[src/rtl/control_botones_pkg.sv]
// control_botones_pkg: test FSM state encoding, selector limit and released reset levels
package control_botones_pkg;
  typedef enum logic [2:0] {T_IDLE, T_HOLD, T_WAIT_REL, T_SELECT, T_COMMIT} t_state_e;
  localparam logic [3:0] SEL_MAX = 4'd9;
  localparam logic BTN_RELEASED = 1'b1;
  localparam logic GIRO_RELEASED = 1'b0;
  localparam int MS_W = 16;
endpackage

[src/rtl/control_botones_antirrebote.sv]
// antirrebote: 2-FF sync + debounce + press (1->0) pulse; i_raw in, o_level stable level, o_press one-clock pulse
module antirrebote import control_botones_pkg::*; #(
  parameter int DEB_CYCLES = 50000,
  parameter logic RST_VAL = BTN_RELEASED
) (
  input  logic clk,
  input  logic rst,
  input  logic i_raw,
  output logic o_level,
  output logic o_press
);
  localparam int CW = $clog2(DEB_CYCLES + 1);
  logic r_s1, r_s2, r_stable, r_stable_d, r_press;
  logic [CW-1:0] r_cnt;
  logic w_accept;
  assign w_accept = (r_s2 != r_stable) && (r_cnt == CW'(DEB_CYCLES - 1));
  always_ff @(posedge clk) begin
    if (!rst) begin
      r_s1 <= RST_VAL;
      r_s2 <= RST_VAL;
      r_stable <= RST_VAL;
      r_stable_d <= RST_VAL;
      r_press <= 1'b0;
      r_cnt <= '0;
    end else begin
      r_s1 <= i_raw;
      r_s2 <= r_s1;
      r_cnt <= (r_s2 == r_stable || w_accept) ? '0 : r_cnt + CW'(1);
      r_stable <= w_accept ? r_s2 : r_stable;
      r_stable_d <= r_stable;
      r_press <= r_stable_d & ~r_stable;
    end
  end
  assign o_level = r_stable;
  assign o_press = r_press;
endmodule

[src/rtl/control_botones.sv]
// control_botones: debounced command pulses, giro level, long-press test entry and pulseTest selector
module control_botones import control_botones_pkg::*; #(
  parameter int DEB_CYCLES = 50000,
  parameter int TICK_DIV = 50000,
  parameter int LONG_PRESS_MS = 3000,
  parameter int SEL_TIMEOUT_MS = 2000
) (
  input  logic       clk,
  input  logic       rst,
  input  logic       btn_sleep_raw,
  input  logic       btn_awake_raw,
  input  logic       btn_feed_raw,
  input  logic       btn_play_raw,
  input  logic       btn_test_raw,
  input  logic       giro_raw,
  output logic       botonSleep,
  output logic       botonAwake,
  output logic       botonFeed,
  output logic       botonPlay,
  output logic       giro,
  output logic       botonTest,
  output logic [3:0] pulseTest,
  output logic       test_active
);
  localparam int TW = $clog2(TICK_DIV);
  logic [4:0] w_raw, w_lvl, w_press;
  logic w_unused_giro_press, w_tick;
  logic [TW-1:0] r_tick_cnt;
  t_state_e r_state, w_state_n;
  logic [MS_W-1:0] r_hold_ms, w_hold_n, r_idle_ms, w_idle_n;
  logic [3:0] r_sel, w_sel_n;
  logic r_test_active, w_active_n, r_boton_test, w_btest_n;
  assign w_raw = {btn_test_raw, btn_play_raw, btn_feed_raw, btn_awake_raw, btn_sleep_raw};
  for (genvar g = 0; g < 5; g++) begin : g_btn
    antirrebote #(.DEB_CYCLES(DEB_CYCLES), .RST_VAL(BTN_RELEASED)) u_deb (
      .clk(clk), .rst(rst), .i_raw(w_raw[g]), .o_level(w_lvl[g]), .o_press(w_press[g]));
  end
  antirrebote #(.DEB_CYCLES(DEB_CYCLES), .RST_VAL(GIRO_RELEASED)) u_giro (
    .clk(clk), .rst(rst), .i_raw(giro_raw), .o_level(giro), .o_press(w_unused_giro_press));
  assign w_tick = r_tick_cnt == TW'(TICK_DIV - 1);
  always_comb begin
    w_state_n = r_state;
    w_hold_n = r_hold_ms;
    w_idle_n = r_idle_ms;
    w_sel_n = r_sel;
    w_active_n = r_test_active;
    w_btest_n = 1'b0;
    case (r_state)
      T_IDLE: begin
        if (w_press[4]) begin
          w_state_n = T_HOLD;
          w_hold_n = '0;
        end
      end
      T_HOLD: begin
        if (w_lvl[4]) w_state_n = T_IDLE;
        else if (w_tick) begin
          w_hold_n = r_hold_ms + MS_W'(1);
          if (w_hold_n == MS_W'(LONG_PRESS_MS)) begin
            w_state_n = T_WAIT_REL;
            w_btest_n = 1'b1;
            w_active_n = 1'b1;
          end
        end
      end
      T_WAIT_REL: begin
        if (w_lvl[4]) begin
          w_state_n = T_SELECT;
          w_sel_n = 4'd0;
          w_idle_n = '0;
        end
      end
      T_SELECT: begin
        if (w_press[4]) begin
          w_sel_n = (r_sel == SEL_MAX) ? 4'd1 : r_sel + 4'd1;
          w_idle_n = '0;
        end else if (w_tick) begin
          w_idle_n = r_idle_ms + MS_W'(1);
          if (w_idle_n == MS_W'(SEL_TIMEOUT_MS)) begin
            w_state_n = (r_sel != 4'd0) ? T_COMMIT : T_IDLE;
            w_active_n = 1'b0;
          end
        end
      end
      T_COMMIT: begin
        w_state_n = T_IDLE;
        w_sel_n = 4'd0;
      end
      default: w_state_n = T_IDLE;
    endcase
  end
  always_ff @(posedge clk) begin
    if (!rst) begin
      r_tick_cnt <= '0;
      r_state <= T_IDLE;
      r_hold_ms <= '0;
      r_idle_ms <= '0;
      r_sel <= 4'd0;
      r_test_active <= 1'b0;
      r_boton_test <= 1'b0;
    end else begin
      r_tick_cnt <= w_tick ? '0 : r_tick_cnt + TW'(1);
      r_state <= w_state_n;
      r_hold_ms <= w_hold_n;
      r_idle_ms <= w_idle_n;
      r_sel <= w_sel_n;
      r_test_active <= w_active_n;
      r_boton_test <= w_btest_n;
    end
  end
  assign botonSleep = w_press[0] & ~r_test_active;
  assign botonAwake = w_press[1] & ~r_test_active;
  assign botonFeed = w_press[2] & ~r_test_active;
  assign botonPlay = w_press[3] & ~r_test_active;
  assign botonTest = r_boton_test;
  assign test_active = r_test_active;
  assign pulseTest = (r_state == T_COMMIT) ? r_sel : 4'd0;
endmodule

[config.mk]
export PLATFORM = sky130hd
export DESIGN_NAME = control_botones
export DESIGN_NICKNAME = d
export VERILOG_FILES = /design/src/rtl/control_botones_pkg.sv /design/src/rtl/control_botones_antirrebote.sv /design/src/rtl/control_botones.sv
export SDC_FILE = /design/constraint.sdc
export NUM_CORES = 1
export LEC_CHECK = 0
export BUFFER_PORTS_ARGS = -buffer_cell sky130_fd_sc_hd__buf_2
export CORE_MARGIN = 8
export CORE_UTILIZATION = 40
export CTS_CLUSTER_DIAMETER = 80
export DETAILED_ROUTE_END_ITERATION = 16
export PLACE_DENSITY_LB_ADDON = 0.3
export SLEW_MARGIN = 20
export SYNTH_ARGS = -nofsm -noshare
export SYNTH_HDL_FRONTEND = slang
export SYNTH_SLANG_ARGS = --single-unit
[constraint.sdc]
create_clock -name clk -period 6.4 [get_ports clk]
set_clock_uncertainty 0.1 [all_clocks]
set_input_delay 1.28 -clock clk [delete_from_list [all_inputs] [get_ports clk]]
set_output_delay 1.28 -clock clk [all_outputs]
set_load 0.005 [all_outputs]
==> impl_metrics.csv <==
group,metric,value,unit
yosys,ys_ff_latch,181,
clocking,clkLatencyLatePin,0.42,ns
place,gp_congestion,0.758,
place,dpl.hpwl,10400,um
finish,seq_area,0.00362,mm2
timing,fin_crit_sh,0.520,
yosys,synth_top_area_share,0.438,
timing,setup_viol,0,
worst_setup_path,r2r.worst_path.cells,7,
yosys,synth.area.top_cells,"dfxtp_1 (44%), nor2_1 (7.4%), xor2_1 (6.8%)",
yosys,yosysWarningCount,0,
worst_setup_path,worstPathRequired,6.66,ns
global_routing,grt_pass1_vias,5763,
timing,min_period,3.33,ns
global_routing,grt_overflow,0,
finish,final_common_cell,"dfxtp_1",
clocking,cts_buffer_depth,2,
power_and_ir_drop,p_leak,3.19,nW
finish,syn2layout_area_growth,10.9,%
power_and_ir_drop,switching_power,0.464,mW
timing,tightest_slew,0.949,ns
power_and_ir_drop,combPwrFrac,0.011,
timing,slew_violations,0,
clocking,cts_tree,"done",
power_and_ir_drop,p_seq_frac,0.511,
yosys,synth_top_family_by_area,"simple AND/OR/NAND/NOR gates",
worst_setup_path,critPathCapture,"r_idle_ms[5]",
timing,setup_tns,0,ns
finish,antenna_cells,0,
drt,vias,6372,
worst_setup_path,startpoint,"r_tick_cnt[11]",
clocking,hold_buffers,0,
global_routing,grt_max_degree,47,
clocking,cts_setup_buffers,0,
finish,final_cell_mix,"dfxtp_1 (181), nor2_1 (163), nand2_1 (72)",
clocking,cts_resized,0,
yosys,yosys.area_share.adder,0.0197,
worst_setup_path,critPathCaptureType,"register",
floorplan,die_w,160,um
power_and_ir_drop,clockPowerShare,0.477,
yosys,synth_edf_count,0,
worst_setup_path,start_kind,"register",
floorplan,die_area,0.0255,mm2
drt,wl_per_cell,12.3,um
drt,viasPerCell,5.05,
power_and_ir_drop,swShare,0.209,
yosys,synth_mux_area_frac,0.0133,
global_routing,antenna_found_initial,0,
clocking,htree_levels,4,
drt,ant_nets,0,
yosys,syn-num-nets,998,
worst_setup_path,cp_num_buf_inv,0,
worst_setup_path,crit_type,"reg2reg",
timing,max_slew_margin,0.366,
drt,drc,0,
power_and_ir_drop,vdd_drop_max,175,uV
global_routing,grt_first_pass_wirelength,26700,um
clocking,numCtsBuffers,17,
power_and_ir_drop,power.density,242,mW/mm2
worst_setup_path,worstPathArrival,3.59,ns
yosys,syn_avg_cell_area,8.47,um2
global_routing,grt_usage,0.121,
drt,drtPass1Iterations,5,
yosys,ys_seq_area_frac,0.438,
yosys,synthArstFlopShare,0,
worst_setup_path,crit_cells,7,
worst_setup_path,path_cells,"or4_4, nor4_4, nor2_1, a211oi_2, nand2_1, nor4_1, o21a_1",
clocking,clock_sinks,181,
yosys,syn_inst,977,
worst_setup_path,rr_startpoint,"r_tick_cnt[11]",
finish,multi_input_area,0.00440,mm2
finish,nets,1001,
floorplan,die_h,160,um
finish,drive_above_1_share,0.0625,
min_path,hp-class,"reg2reg",
yosys,synth-compound-area-share,0.0847,
worst_setup_path,reg2reg_slack,3.07,ns
worst_setup_path,cp_slowest_cell,"a211oi_2",
yosys,synth-simple-area-share,0.304,
clocking,path_clk_slew,0.07,ns
job,maxCapViolCount,0,
worst_setup_path,path_max_fanout,16,
run_status,status,"complete, no violations",
drt,wirelength,15500,um
worst_setup_path,cp_top_family,"simple AND/OR/NAND/NOR gates",
yosys,synth_xor_area_frac,0.111,
timing,hold_violations,0,
timing,clock.fmax,0.300,GHz
worst_setup_path,r2r_end,"r_idle_ms[5]",
floorplan,io_pins,19,
place,port_buffers,18,
yosys,synth_cell_types,57,
worst_setup_path,max_stage_delay,0.83,ns
power_and_ir_drop,fin_total_pwr,2.22,mW
clocking,clock-root-buffer,"clkbuf_16",
yosys,synthFlopType,"dfxtp_1",
yosys,netlist.top_cell.by_area,"dfxtp_1",
floorplan,core,0.0203,mm2
timing,rsz0062_at_grt,"no",
floorplan,rows,52,
finish,nFillCells,2016,
drt,drtIter0Drc,453,
floorplan,start_util,0.408,
power_and_ir_drop,p_int,1.76,mW
yosys,syn-cell-area,0.00827,mm2
## state kept, by name (all words and copies together), names as in the netlist, 16 cells and up
register,count
g_btn.u_deb.r_cnt,80
u_giro.r_cnt,16
r_idle_ms,16
r_hold_ms,16
r_tick_cnt,16
## tightest hold or removal path: cells and delay by family (launching register included)
family	cells	cell delay (ns)
buffers and inverters	1	0.04
and+or+nand+nor	1	0.03
DFF	1	0.30
## cell usage after synthesis (3+ instances only)
cell type,instances
dfxtp_1,181
nor2_1,163
nand2_1,72
xor2_1,64
nand3_1,51
xnor2_1,41
nand4_1,39
o21ai_0,34
clkbuf_1,33
and3_1,30
inv_1,27
nor3_1,25
nand2b_1,24
a21oi_1,21
and2_1,17
a21boi_0,16
or3_1,16
ha_1,13
nor2b_1,12
mux2i_1,11
nor4_1,11
nand4b_1,10
a31oi_1,7
o21a_1,7
nor4b_1,4
nor4bb_1,4
or2_2,4
a21boi_1,3
and4_1,3
o31ai_1,3
## per-stage QoR
stage | area (um2) | cells | hold slack, ns | setup WS, ns | utilization
floorplan | 8270 | 977 | 0.286 | 3.76 | -
global placement | 8570 | 1231 | 0.290 | 3.13 | 0.422
detailed placement | 8570 | 1231 | 0.295 | 3.08 | 0.422
CTS | 9170 | 1262 | 0.312 | 3.06 | 0.452
global route | 9170 | 1262 | 0.325 | 2.81 | 0.452
finish | 9170 | 1262 | 0.310 | 3.07 | 0.452
## metal layers
layer  vias up  wire [um]  global-route usage  share of wire
met2        47       7010               0.193           0.45
met3         4        388              0.0324          0.025
met4         0         91              0.0327         0.0059
met1      2965       8010               0.159           0.52
met5         -          0                   0              0
li1       3356          -                   -              -
## cells by family after synthesis
group	count (synthesis)
simple gates	495
buf+inv	63
fa+ha+maj	13
compound gates	109
flops	181
mux	11
xor+xnor	105
## worst min-delay path by stage
stage | cells after the start | slack (ns) | endpoint | from
floorplan | 1 | 0.29 | g_btn[0].u_deb.r_s2 | g_btn[0].u_deb.r_s1
global placement | 1 | 0.29 | g_btn[1].u_deb.r_s2 | g_btn[1].u_deb.r_s1
detailed placement | 1 | 0.30 | g_btn[1].u_deb.r_s2 | g_btn[1].u_deb.r_s1
CTS | 1 | 0.31 | g_btn[1].u_deb.r_s2 | g_btn[1].u_deb.r_s1
global route | 2 | 0.33 | g_btn[2].u_deb.o_press | g_btn[2].u_deb.r_stable_d
finish | 2 | 0.31 | g_btn[3].u_deb.o_press | g_btn[3].u_deb.r_stable_d
## cell type report
class	count	share of cell area
flip-flops and latches	181	0.395
inverters	27	0.0110
well taps	270	0.0368
repair buffers	20	0.0115
clock buffers	17	0.0464
multi-input cells	733	0.480
clock inverters	14	0.0191
## power by group through the flow
stage          Combinational (mW)  Sequential, mW  Clock [mW]
2_1_floorplan              0.0185            1.16           0
6_report                   0.0247            1.14        1.06
5_1_grt                    0.0286            1.14        1.14
3_3_place_gp               0.0251            1.16           0
3_5_place_dp               0.0258            1.16           0
4_1_cts                    0.0258            1.14        1.09
(Power assumes the default switching activity.)
